### config.mk
export PLATFORM = sky130hd
export DESIGN_NAME = muldiv_unit
export DESIGN_NICKNAME = d
export VERILOG_FILES = /design/src/rtl/muldiv_unit.sv
export SDC_FILE = /design/constraint.sdc
export NUM_CORES = 1
export LEC_CHECK = 0
export BUFFER_PORTS_ARGS = -buffer_cell sky130_fd_sc_hd__buf_4
export CORE_MARGIN = 2
export CORE_UTILIZATION = 65
export CTS_CLUSTER_DIAMETER = 100
export CTS_CLUSTER_SIZE = 20
export DETAILED_ROUTE_END_ITERATION = 6
export GPL_ROUTABILITY_DRIVEN = 0
export PLACE_DENSITY = 0.95
export SYNTH_ARGS = -nofsm -noshare
export SYNTH_HDL_FRONTEND = slang
export SYNTH_SLANG_ARGS = --single-unit
### constraint.sdc
create_clock -name clk_i -period 13.6 [get_ports clk_i]
set_input_delay 2.72 -clock clk_i [delete_from_list [all_inputs] [get_ports clk_i]]
set_output_delay 2.72 -clock clk_i [all_outputs]
set_load 0.005 [all_outputs]
### src/rtl/muldiv_unit.sv
// muldiv_unit
//   Iterative radix-2 multiply/divide unit with HI/LO result registers.
//   Handles MULT, MULTU, DIV, DIVU (one bit per clock, fixed latency)
//   and MTHI/MTLO writes. Sits beside the ALU; busy_o stalls the pipe.
//
// Ports
//   clk_i     clock, rising edge
//   rst_i     asynchronous active-high reset
//   start_i   launch an operation (ignored while busy or flushing)
//   op_i      00 MULT, 01 MULTU, 10 DIV, 11 DIVU
//   src1_i    multiplicand / dividend
//   src2_i    multiplier / divisor
//   flush_i   kill the in-flight operation
//   hi_we_i   MTHI write enable
//   lo_we_i   MTLO write enable
//   wdata_i   MTHI/MTLO write data
//   busy_o    operation in flight (CALC or FIX)
//   done_o    one-cycle pulse when HI/LO hold a new result
//   hi_o      HI register (product upper half / remainder)
//   lo_o      LO register (product lower half / quotient)
module muldiv_unit #(
  parameter int WIDTH = 32,
  parameter int CNT_W = 6
) (
  input  logic             clk_i,
  input  logic             rst_i,
  input  logic             start_i,
  input  logic [1:0]       op_i,
  input  logic [WIDTH-1:0] src1_i,
  input  logic [WIDTH-1:0] src2_i,
  input  logic             flush_i,
  input  logic             hi_we_i,
  input  logic             lo_we_i,
  input  logic [WIDTH-1:0] wdata_i,
  output logic             busy_o,
  output logic             done_o,
  output logic [WIDTH-1:0] hi_o,
  output logic [WIDTH-1:0] lo_o
);

  typedef enum logic [1:0] {IDLE, CALC, FIX, DONE} state_t;

  state_t           state_q;
  logic [CNT_W-1:0] cnt_q;
  logic             isDiv_q;
  logic             negLo_q;
  logic             negHi_q;
  logic             divZero_q;
  logic [WIDTH-1:0] mcand_q;
  logic [WIDTH-1:0] acc_q;
  logic [WIDTH-1:0] mq_q;
  logic [WIDTH-1:0] hi_q;
  logic [WIDTH-1:0] lo_q;

  logic             idleLike;
  logic             startAccept;
  logic             s1Neg;
  logic             s2Neg;
  logic [WIDTH-1:0] mag1;
  logic [WIDTH-1:0] mag2;

  // Only IDLE and DONE can accept work; flush always beats a new start.
  assign idleLike    = (state_q == IDLE) || (state_q == DONE);
  assign startAccept = idleLike && start_i && !flush_i;

  // Signed ops work on magnitudes; the most-negative value maps to
  // 2**(WIDTH-1), which still fits as an unsigned WIDTH-bit number.
  assign s1Neg = src1_i[WIDTH-1] & ~op_i[0];
  assign s2Neg = src2_i[WIDTH-1] & ~op_i[0];
  assign mag1  = s1Neg ? -src1_i : src1_i;
  assign mag2  = s2Neg ? -src2_i : src2_i;

  logic [WIDTH:0]   addSum;
  logic [WIDTH:0]   shifted;
  logic [WIDTH-1:0] trial;
  logic [WIDTH-1:0] accStep_d;
  logic [WIDTH-1:0] mqStep_d;

  // One iteration. Multiply: {acc,mq} is the product shifter, mq's LSB
  // selects the add. Divide: acc is the partial remainder, mq shifts the
  // dividend out at the top and the quotient in at the bottom. Since the
  // remainder stays below the divisor, the subtraction fits in WIDTH bits.
  always_comb begin
    addSum    = {1'b0, acc_q} + {1'b0, mcand_q};
    shifted   = {acc_q, mq_q[WIDTH-1]};
    trial     = shifted[WIDTH-1:0] - mcand_q;
    accStep_d = acc_q;
    mqStep_d  = mq_q;
    if (isDiv_q) begin
      if (shifted >= {1'b0, mcand_q}) begin
        accStep_d = trial;
        mqStep_d  = {mq_q[WIDTH-2:0], 1'b1};
      end else begin
        accStep_d = shifted[WIDTH-1:0];
        mqStep_d  = {mq_q[WIDTH-2:0], 1'b0};
      end
    end else if (mq_q[0]) begin
      accStep_d = addSum[WIDTH:1];
      mqStep_d  = {addSum[0], mq_q[WIDTH-1:1]};
    end else begin
      accStep_d = {1'b0, acc_q[WIDTH-1:1]};
      mqStep_d  = {acc_q[0], mq_q[WIDTH-1:1]};
    end
  end

  logic [2*WIDTH-1:0] prod;
  logic [WIDTH-1:0]   fixHi_d;
  logic [WIDTH-1:0]   fixLo_d;

  // Sign fix-up. With a zero divisor the remainder path has shifted the
  // whole dividend magnitude into acc, so re-applying the dividend sign
  // reproduces src1 exactly. MIN/-1 needs no special case: the quotient
  // magnitude 2**(WIDTH-1) negates back to MIN and the remainder is 0.
  always_comb begin
    prod    = {acc_q, mq_q};
    fixHi_d = negHi_q ? -acc_q : acc_q;
    fixLo_d = negLo_q ? -mq_q : mq_q;
    if (!isDiv_q) begin
      {fixHi_d, fixLo_d} = negLo_q ? -prod : prod;
    end else if (divZero_q) begin
      fixLo_d = {WIDTH{1'b1}};
    end
  end

  // Main FSM: operand latch, iteration, fix-up and MTHI/MTLO writes.
  always_ff @(posedge clk_i or posedge rst_i) begin
    if (rst_i) begin
      state_q   <= IDLE;
      cnt_q     <= '0;
      isDiv_q   <= 1'b0;
      negLo_q   <= 1'b0;
      negHi_q   <= 1'b0;
      divZero_q <= 1'b0;
      mcand_q   <= '0;
      acc_q     <= '0;
      mq_q      <= '0;
      hi_q      <= '0;
      lo_q      <= '0;
    end else begin
      case (state_q)
        IDLE, DONE: begin
          if (startAccept) begin
            state_q   <= CALC;
            cnt_q     <= '0;
            isDiv_q   <= op_i[1];
            negLo_q   <= s1Neg ^ s2Neg;
            negHi_q   <= s1Neg;
            divZero_q <= (src2_i == '0);
            acc_q     <= '0;
            mcand_q   <= op_i[1] ? mag2 : mag1;
            mq_q      <= op_i[1] ? mag1 : mag2;
          end else begin
            state_q <= IDLE;
          end
          if (!start_i) begin
            if (hi_we_i) hi_q <= wdata_i;
            if (lo_we_i) lo_q <= wdata_i;
          end
        end
        CALC: begin
          if (flush_i) begin
            state_q <= IDLE;
          end else begin
            acc_q <= accStep_d;
            mq_q  <= mqStep_d;
            cnt_q <= cnt_q + CNT_W'(1);
            if (cnt_q == CNT_W'(WIDTH - 1)) state_q <= FIX;
          end
        end
        FIX: begin
          if (flush_i) begin
            state_q <= IDLE;
          end else begin
            hi_q    <= fixHi_d;
            lo_q    <= fixLo_d;
            state_q <= DONE;
          end
        end
        default: state_q <= IDLE;
      endcase
    end
  end

  assign busy_o = (state_q == CALC) || (state_q == FIX);
  assign done_o = (state_q == DONE);
  assign hi_o   = hi_q;
  assign lo_o   = lo_q;

endmodule

---- Word level (Yosys, flattened, before mapping) ----
Cells that the tools add are included.
storage, ports and cells
  bits in registers ....................... 172
  bits of input ports ..................... 104
  output and inout bits ................... 66
  word-level logic and storage cells ...... 87
operators by class
  $add $sub $neg .......................... 8
  magnitude comparators ................... 1
  equal/unequal tests ..................... 11
  multiplexer cells ....................... 38
  bitwise operators ....................... 4
  reductions and logical operators ........ 14
operators with widths
  cell                   count
  $mux W32               24
  $pmux W32 S2           4
  $neg A32 Y32           4
  $mux W64               1
  $neg A64 Y64           1
  $add A32 B32 Y33       1
  $ge A33 B32 Y1         1
  $logic_not A32 Y1      1
  $sub A32 B32 Y32       1
  $mux W6                2
  $ne A2 B2 Y1 const B   6
  $pmux W6 S2            1
  $reduce_and A4 Y1      2
  $add A6 B1 Y6 const B  1
  $eq A6 B5 Y1 const B   1
  $mux W2                3
  $pmux W2 S3            1
  $eq A2 B2 Y1 const B   2
  $reduce_bool A2 Y1     2
  $ne A3 B3 Y1 const B   1
  $reduce_and A3 Y1      1
  $and A1 B1 Y1          2
  $eq A2 B1 Y1 const B   1
  $logic_and A1 B1 Y1    2
  8 further kinds        10

---- Depth between registers and ports, before layout ----
Gate-level depths: netlist (run 1).
  word-level depth ........................ 6
  gate-level depth with buffers ........... 16
  mapped depth without buffers ............ 13

---- Worst setup path before layout (run 1) ----
Ideal clock, no wire load.
  path kind ............................... input -> register
  from .................................... input port src2_i[10]
  to ...................................... register mq_q[30]
  setup time .............................. 0.121 ns
  data arrival time ....................... 5.093 ns
  data required time ...................... 13.479 ns
  setup slack ............................. 8.387 ns
  stages on the path ...................... 9
  buffers on the path ..................... 0
  cell sequence ........................... or4_1 nor4_2 nand4_1 o31ai_1 o21ai_0 xor2_1 mux2_2 o21ai_0 nand2_1
on the way
  word-level cells in the longest chain between the ends .. 5
ends and longest elaborated chain
  item                  RTL line  RTL
  from (decl)           30        input logic [WIDTH-1:0] src2_i,
  $neg A32 Y32          71        assign mag2 = s2Neg ? -src2_i : src2_i;
  $mux W32              71
  $mux W32              151       mq_q <= op_i[1] ? mag1 : mag2;
  $mux W32              142       if (startAccept) begin
  $pmux W32 S2          140       case (state_q)
  to (signal assigned)  151
  to (signal assigned)  165       mq_q <= mqStep_d;
  to (decl)             51        logic [WIDTH-1:0] mq_q;
No other way between the ends. The select of a mux whose other input is x is not followed.
A chain may end at the register's enable or synchronous reset.

---- Worst setup path in the final report (run 1) ----
  from .................................... input port src1_i[4]
  to ...................................... register mcand_q[29]
on the way
  word-level cells in the longest chain between the ends .. 3
ends and longest elaborated chain
  item                  RTL line  RTL
  from (decl)           29        input logic [WIDTH-1:0] src1_i,
  $neg A32 Y32          70        assign mag1 = s1Neg ? -src1_i : src1_i;
  $mux W32              70
  $mux W32              150       mcand_q <= op_i[1] ? mag2 : mag1;
  to (signal assigned)  150
  to (decl)             49        logic [WIDTH-1:0] mcand_q;
No other way between the ends.

==> results of run 1 <==
-- cells by family after synthesis --
kind of cell	Yosys count	synth area share, %
simple gates	598	18.4
fa+ha+maj	74	6.15
compound gates	706	28.5
xor+xnor	166	9.50
mux	60	4.22
buf+inv	204	5.12
flops	172	28.1
-- sequential cells by signal (all words and copies together), names as in the netlist --
register,count
negLo_q,1
state_q,2
cnt_q,6
hi_o,32
negHi_q,1
acc_q,32
lo_o,32
mcand_q,32
divZero_q,1
mq_q,32
isDiv_q,1
-- stage by stage --
stage / utilization (%) / power, mW / std cells / setup slack, ns
2_1_floorplan: - / 1.50 / 1980 / 6.22
3_3_place_gp: 71.4 / 1.79 / 2349 / 8.01
3_5_place_dp: 71.4 / 1.85 / 2349 / 7.88
5_1_grt: 74.0 / 2.55 / 2381 / 8.05
6_report: 74.0 / 2.44 / 2385 / 8.27
4_1_cts: 74.0 / 2.37 / 2381 / 8.33
-- area by class of cell --
type	instances	area (sq um)	share of cell area (%)
clock buffers	18	439	2.55
flip-flops and latches	172	4310	25.0
well taps	319	399	2.32
diodes	4	10.0	0.0581
multi-input cells	1604	10200	59.5
clock inverters	14	176	1.02
inverters	70	268	1.55
repair buffers	184	1380	8.02
-- layer usage --
layer	share of wire (%)	vias to the layer above	GRT usage, %
met3	15	387	17.8
li1	-	7372	-
met2	42	1398	65.1
met1	35	7639	52.4
met4	8.5	4	30.3
met5	0.046	-	0.414
-- tightest hold or removal path: stages (launching register included) --
cell and delay [ns]:
dfrtp_1 0.34, nand2_1 0.05, o21ai_0 0.06
-- final timing paths --
kind / slack [ns] / cells after the start / startpoint / to
worst max-delay path: 8.27 / 10 / src1_i[4] / mcand_q[29]
max in group asynchronous: 9.62 / 3 / rst_i / mq_q[27]
worst min register to register: 0.49 / 2 / lo_o[22] / lo_o[22]
min in group asynchronous: 2.50 / 2 / rst_i / lo_o[11]
worst max register to register: 8.67 / 10 / acc_q[8] / acc_q[22]
worst min-delay path: 0.49 / 2 / lo_o[22] / lo_o[22]
-- synth_stat cells (19+ instances only) --
| cell type | instances | share of area, % |
|---|---|---|
| o22ai_1 | 35 | 1.4 |
| o31ai_1 | 32 | 1.6 |
| xor2_1 | 45 | 2.6 |
| a21o_1 | 29 | 1.4 |
| ha_1 | 72 | 5.9 |
| mux2_2 | 36 | 2.6 |
| nand3_1 | 45 | 1.5 |
| inv_1 | 68 | 1.7 |
| o211ai_1 | 19 | 0.93 |
| nor3_1 | 51 | 1.7 |
| nor2_1 | 144 | 3.5 |
| o21ai_0 | 230 | 7.5 |
| a21oi_1 | 183 | 6.0 |
| clkbuf_1 | 115 | 2.8 |
| xnor2_1 | 121 | 6.9 |
| dfrtp_1 | 172 | 28 |
| nand2_1 | 206 | 5.1 |
| a211oi_1 | 56 | 2.7 |
| and3_1 | 30 | 1.2 |
| mux2i_1 | 24 | 1.6 |
-- power breakdown --
part,internal [mW],switching [mW]
logic,0.474,0.670
registers,0.605,0.171
clock network,0.269,0.251
total,1.35,1.09
==> results, run 1 <==
- The flow ran to the end, but the final reports show violations.
- The checks that failed: design-rule violations.
- A synthesized cell averages between 7 and 8 sq um.
- For the pin with the worst max-slew slack, the measured transition is ~1.3 ns.
- The clock tree synthesis step divided the H-tree into 4 levels.
- Grouping stages by cell kind, the critical path spends the most delay in simple AND/OR/NAND/NOR gates.
- The count of buffers added by post-CTS timing repair for setup is 0.
- The cell area reported after detailed placement is 16600 sq um.
- The clock buffer count from CTS is 17.
- The total iterations of the first detailed-routing run is 7.
- The commonest non-fill, non-tap cell in the layout is o21ai_0.
- TritonCTS built the clock tree.
- The number of global-route vias before repair is 15.8k.
- The die area is 24800 sq um.
- The number of maximum-capacitance violations is 0.
- The worst clock skew is roughly 0.011 ns.
- The part of the Yosys area used for sequential elements is around 28%.
- Synthesis produced a netlist with a net count of roughly 2.2k.
- The relative area change from synthesis to final layout is 12.5%.
- The count of final setup violators is 0.
- After floorplanning, the core was sized to cover ~23000 sq um.
- The wire length of the first global-routing pass is roughly 84 mm.
- Together, buffers and inverters on the worst path number 1.
- During synthesis, Yosys emitted a total of 0 warnings.
- The shortest period the worst path allows is approximately 5.3 ns.
- The worst setup path is captured at a flop.
- Pin placement for this block handled 170 I/O pins.
- STA puts the critical path data arrival time at between 5 and 6 ns.
- The count of clock tree sinks is between 150 and 200.
- The required time of the worst setup path is around 14 ns.
- Input and output buffers added on the ports amount to about 170.
- The number of synthesized flops with an enable pin is 0.
- The library cell contributing the largest single delay on the critical path is nor3_1.
- The post-synthesis instance area is 15300 sq um.
- The net count of the finished layout is approximately 2.2k.
- The initial antenna violation count came to 5.
- Dividing total power by cell area gives a power density of ~140 nW/um^2.
- After clock tree synthesis, the clock-pin slew on the worst setup and hold paths is ~0.080 ns.
- The share of cells above drive strength 1 is about 14%.
- The worst vdd rail ir drop is roughly 0.00011 V.
- The maximum frequency from static timing analysis is 188 MHz.
- The maximum number of pins on one net before global-route repair is 113.
- Walking the worst path, the cells encountered are buf_4, nor4_1, nand2_1, nor3_1, nand3_1, o41ai_1, xor2_1, nor2_1, a21oi_1, o21ai_0.
- The finished layout cell area is between 15000 and 20000 sq um.
- The overall via count from detail_route is ~17k.
- The detailed-route wire length is 54.1 mm.
- The fraction of registers with async set/reset is between 90% and 100%.
- The worst path uses 39.2% of the clock period.
- The post-cts resize count is 0.
- The count of antenna-violating nets left after detailed routing is 0.
- In the layout the commonest cells are o21ai_0 (230), nand2_1 (206), buf_4 (184).
- The register bit total from synthesis is around 170.
- For the worst-skew pair, the clock arrives at the later sink with an insertion delay of around 0.46 ns.
- The leakage power of the design is approximately 7.6 nW.
- For this run, design rule violations remaining after detail routing come to 4.
- The effective utilization at floorplan is about two thirds.
- In the routed layout, each cell is associated on average with a via count of between 7 and 8.
- The delay of the slowest cell on the worst path is a little under 0.7 ns.
- The routed wirelength normalized by instance count is between 20 and 25 um.
- The number of different library cells used by synthesis comes to slightly above 80.
- The die extent in y is approximately 160 um.
- The count of hold-fix buffers inserted at cts is 0.
- Of all nets on the critical path, the largest fanout is 6.
- For this run, the total global-route usage over all layers was measured as around 44%.
- The final hold violation count is 0.
- The worst setup path is launched from an input pin.
- The worst-case clock buffer depth is 2.
- The final hold slack is roughly 0.49 ns.
- The cell count after synthesis came out at 1980.
- Summed over all failing endpoints, the final setup total negative slack is 0 ns.
- The path class of the tightest hold or removal check is flop to flop.
- Once detailed placement completed, the half-perimeter wirelength came to roughly 38 mm.
- The die outline width is between 150 and 200 um.
- Setup repair after global routing left no endpoint under its margin.
- The max-slew violation count is 0.
- The clock root buffer is clkbuf_16.
- The critical path start-end classification is input pin to flop.
- In this run, the number of DRC markers left after iteration 0 of detailed routing was 2906.
- The commonest register cell after synthesis is dfrtp_1.
- The worst slew margin relative to its limit is ~14%.
- The number of inserted filler cells in the final layout is 1634.
- The number of standard-cell rows in the floorplan is 56.
- The total overflow left after global routing is 0.
No activity file was read; power rests on OpenSTA's default activity.
==> run 2: changes to the inputs <==
- CORE_UTILIZATION: 65 -> 61
- PLACE_DENSITY: 0.95 -> 0.91
- clock period: 13.6 -> 5.3 ns (I/O delays scaled with it)
==> run 2 against run 1 <==
  * The flow still finishes with violations (design-rule violations)
  * Cell area is 0.60% higher
  * Utilization is 3.2 points lower
  * Largest cell class unchanged
  * Global-route usage is 5.1 points lower
  * Sequential share of layout area is 0.15 points lower
  * Combinational power grew to 2.6 times the previous value
  * Critical path type is now flop to flop
==> results, run 2 (synthesis gave the netlist of run 1 again) <==
- The least setup slack across all paths after layout is 1.12 ns (-7.14 ns).
- The leakage power of the design is 7.62 nW (+0.81%).
- The count of antenna-violating nets left after detailed routing was 0 (unchanged).
- The count of clock tree sinks came to 172 (unchanged).
- The number of inserted filler cells in the final layout is 1784 (+9.2%).
- The slew at the pin with the worst max-slew slack is 1.20 ns (-0.0813 ns).
- The family with the most delay on the worst path is compound AO/OA/AOI/OAI gates.
- The final hold violation count is 0 (unchanged).
- CTS placed an instance of clkbuf_16 at the clock tree root.
- The detailed placement HPWL was 37.4 mm (-1.0%).
- The number of buffer and inverter instances along the worst setup path is 1 (unchanged).
- The clock buffer count from CTS was 17 (unchanged).
- The worst setup slack before clock tree synthesis is 1.13 ns (-6.74 ns).
- The power density over the cells is 358 nW/um^2 (+150%).
- For hold timing, the worst endpoint is lo_o[22].
- The maximum number of pins on one net before global-route repair came to 173 (+53%).
- After layout, the minimum clock period comes to approximately 4.2 ns.
- The start point of the worst min-delay path is lo_o[22].
- The detailed-route wire length came to 51.8 mm (-4.3%).
- The endpoint arrival time on the critical path was 4.54 ns (-1.11 ns).
- The count of buffers added by post-CTS timing repair for setup came to 0 (unchanged).
- The later-pin clock latency in the skew report is 0.44 ns (-0.02 ns).
- The max-slew violation count is 0 (unchanged).
- The min-delay analysis places its worst path in the category flop to flop.
- The cell area reported after detailed placement is 16700 sq um (+0.68%).
- STA classifies the critical path startpoint as a flop.
- The antenna diode count came to 0 (-4).
- The commonest non-fill, non-tap cell in the layout is o21ai_0.
- The clock slew seen by the registers of the worst setup and hold paths was 0.08 ns (about the same).
- The relative area change from synthesis to final layout is 13.2%.
- The TritonCTS clock tree is yes.
- STA classifies the critical path endpoint as a flop.
- The share of cells above drive strength 1 is 14.3% (+0.49 points).
- The cell count after placement came to 2367 (+0.77%).
- The number of instances on the worst hold path is 2 (unchanged).
- The origin of the critical flop-to-flop path is acc_q[0].
- The total power was 6.21 mW (+150%).
- In the finished design, the share of the clock period the worst path needs comes to between 70% and 80%.
- The finished layout cell area is 17300 sq um (+0.60%).
- The die outline width was 162 um (+3.1%).
- The total global routing track utilization is 39.0% (-5.1 points).
- The accumulated negative setup slack was 0 ns (unchanged).
- The cell with the most instances on the worst path is o31ai_1.
- The worst slew margin relative to its limit is 19.7% (+5.4 points).
- The delay of the slowest cell on the worst path is 0.69 ns (about the same).
- The endpoint identified for the worst register-to-register timing path is acc_q[25].
- The number of maximum-capacitance violations was 0 (unchanged).
- The count of hold-fix buffers inserted at cts is 0 (unchanged).
- The die area was 26400 sq um (+6.4%).
- The final layout net count was 2240 (+0.58%).
- The worst reg-to-reg setup slack came to 1.12 ns (-7.55 ns).
- The total core area was 24500 sq um (+5.2%).
- The iteration-0 DRC count of the detailed router came to 2727 (-6.2%).
- The count of non-filler cells in the finished layout is 2399 (+0.59%).
- The worst clock skew was 0.0126 ns (+0.00207 ns).
- The count of final setup violators is 0 (unchanged).
- The number of design rule violations left after detail routing is 7 (+3).
- The global-route congestion overflow total is 0 (unchanged).
- The largest individual stage delay along the critical path comes from the cell a21boi_1.
- The number of global-route vias before repair is 15.3k (-3.2%).
- The final hold slack is 0.488 ns (-0.00612 ns).
- The count of pins on the block boundary is 170 (unchanged).
- The H-tree depth reported by CTS is 4 (unchanged).
- The checks that failed: design-rule violations.
- The critical path start-end classification is flop to flop.
- The routed wirelength normalized by instance count is 21.6 um (-4.8%).
- The total iterations of the first detailed-routing run is 7 (unchanged).
- The worst reg2reg path depth was 12 (+2).
- The required time of the worst setup path is 5.66 ns (-8.26 ns).
- The post-cts resize count is 0 (unchanged).
- The overall via count from detail_route is 16.7k (-0.59%).
- Setup repair after global routing left no endpoint under its margin.
- The worst-case clock buffer depth was 2 (unchanged).
- The maximum frequency from static timing analysis is 239 MHz.
- Walking the worst path, the cells encountered are ha_1, inv_1, fa_1, nor2b_1, o31ai_1, a21oi_1, a21boi_1, o31ai_1, a2111oi_0, nor4_1, or3_1, o21ai_0.
- The initial antenna violation count is 0 (-5).
- The number of I/O port buffers is 169 (unchanged).
- The worst vdd rail ir drop is 0.000230 V (+110%).
- The wire length of the first global-routing pass is 81.3 mm (-2.9%).
- The run finished, with violations left.
- The maximum net fanout on the critical path is 7 (+1).
- The die extent in y is 162 um (+3.1%).
- In the layout the commonest cells are o21ai_0 (230), nand2_1 (206), buf_4 (196).
- The effective utilization at floorplan came to 62.6% (-3.2 points).
- The number of standard-cell rows in the floorplan is 57 (+1.8%).
- The vias per cell came to 6.96 (-1.2%).
- The utilization after layout is 70.8% (-3.2 points).
-- run 2: metal layers --
layer | global-route usage, % | wire length [um]
met1 | 50.7 | 19100
met4 | 23.3 | 3810
met2 | 59.1 | 22100
met5 | 0 | 0
met3 | 9.32 | 6730
-- run 2: worst max-delay path by stage --
stage,end,depth (start not counted),startpoint
detailed placement,mq_q[30],10,src2_i[4]
CTS,acc_q[25],12,acc_q[0]
global route,acc_q[25],12,acc_q[0]
floorplan,hi_o[16],16,mq_q[0]
global placement,mq_q[30],10,src2_i[4]
finish,acc_q[25],12,acc_q[0]
-- run 2: report_power, final --
group	internal (mW)	switching, mW
sequential	1.55	0.364
clock	0.644	0.659
combinational	1.24	1.75
-- run 2: worst reg2reg max path, stage by stage (launching register included) --
cell and delay (ns):
dfrtp_1 0.49, ha_1 0.27, inv_1 0.09, fa_1 0.22
nor2b_1 0.10, o31ai_1 0.31, a21oi_1 0.21, a21boi_1 0.69
o31ai_1 0.28, a2111oi_0 0.66, nor4_1 0.17, or3_1 0.46
o21ai_0 0.17
-- run 2: cell type report --
cell class / count / area (sq um) / share of cell area, %
clock inverter: 15 / 191 / 1.10
timing repair buffer: 197 / 1490 / 8.61
multi-input combinational: 1604 / 10200 / 59.1
sequential: 172 / 4310 / 24.8
clock buffer: 17 / 425 / 2.46
tap: 324 / 405 / 2.34
inverter: 70 / 267 / 1.54
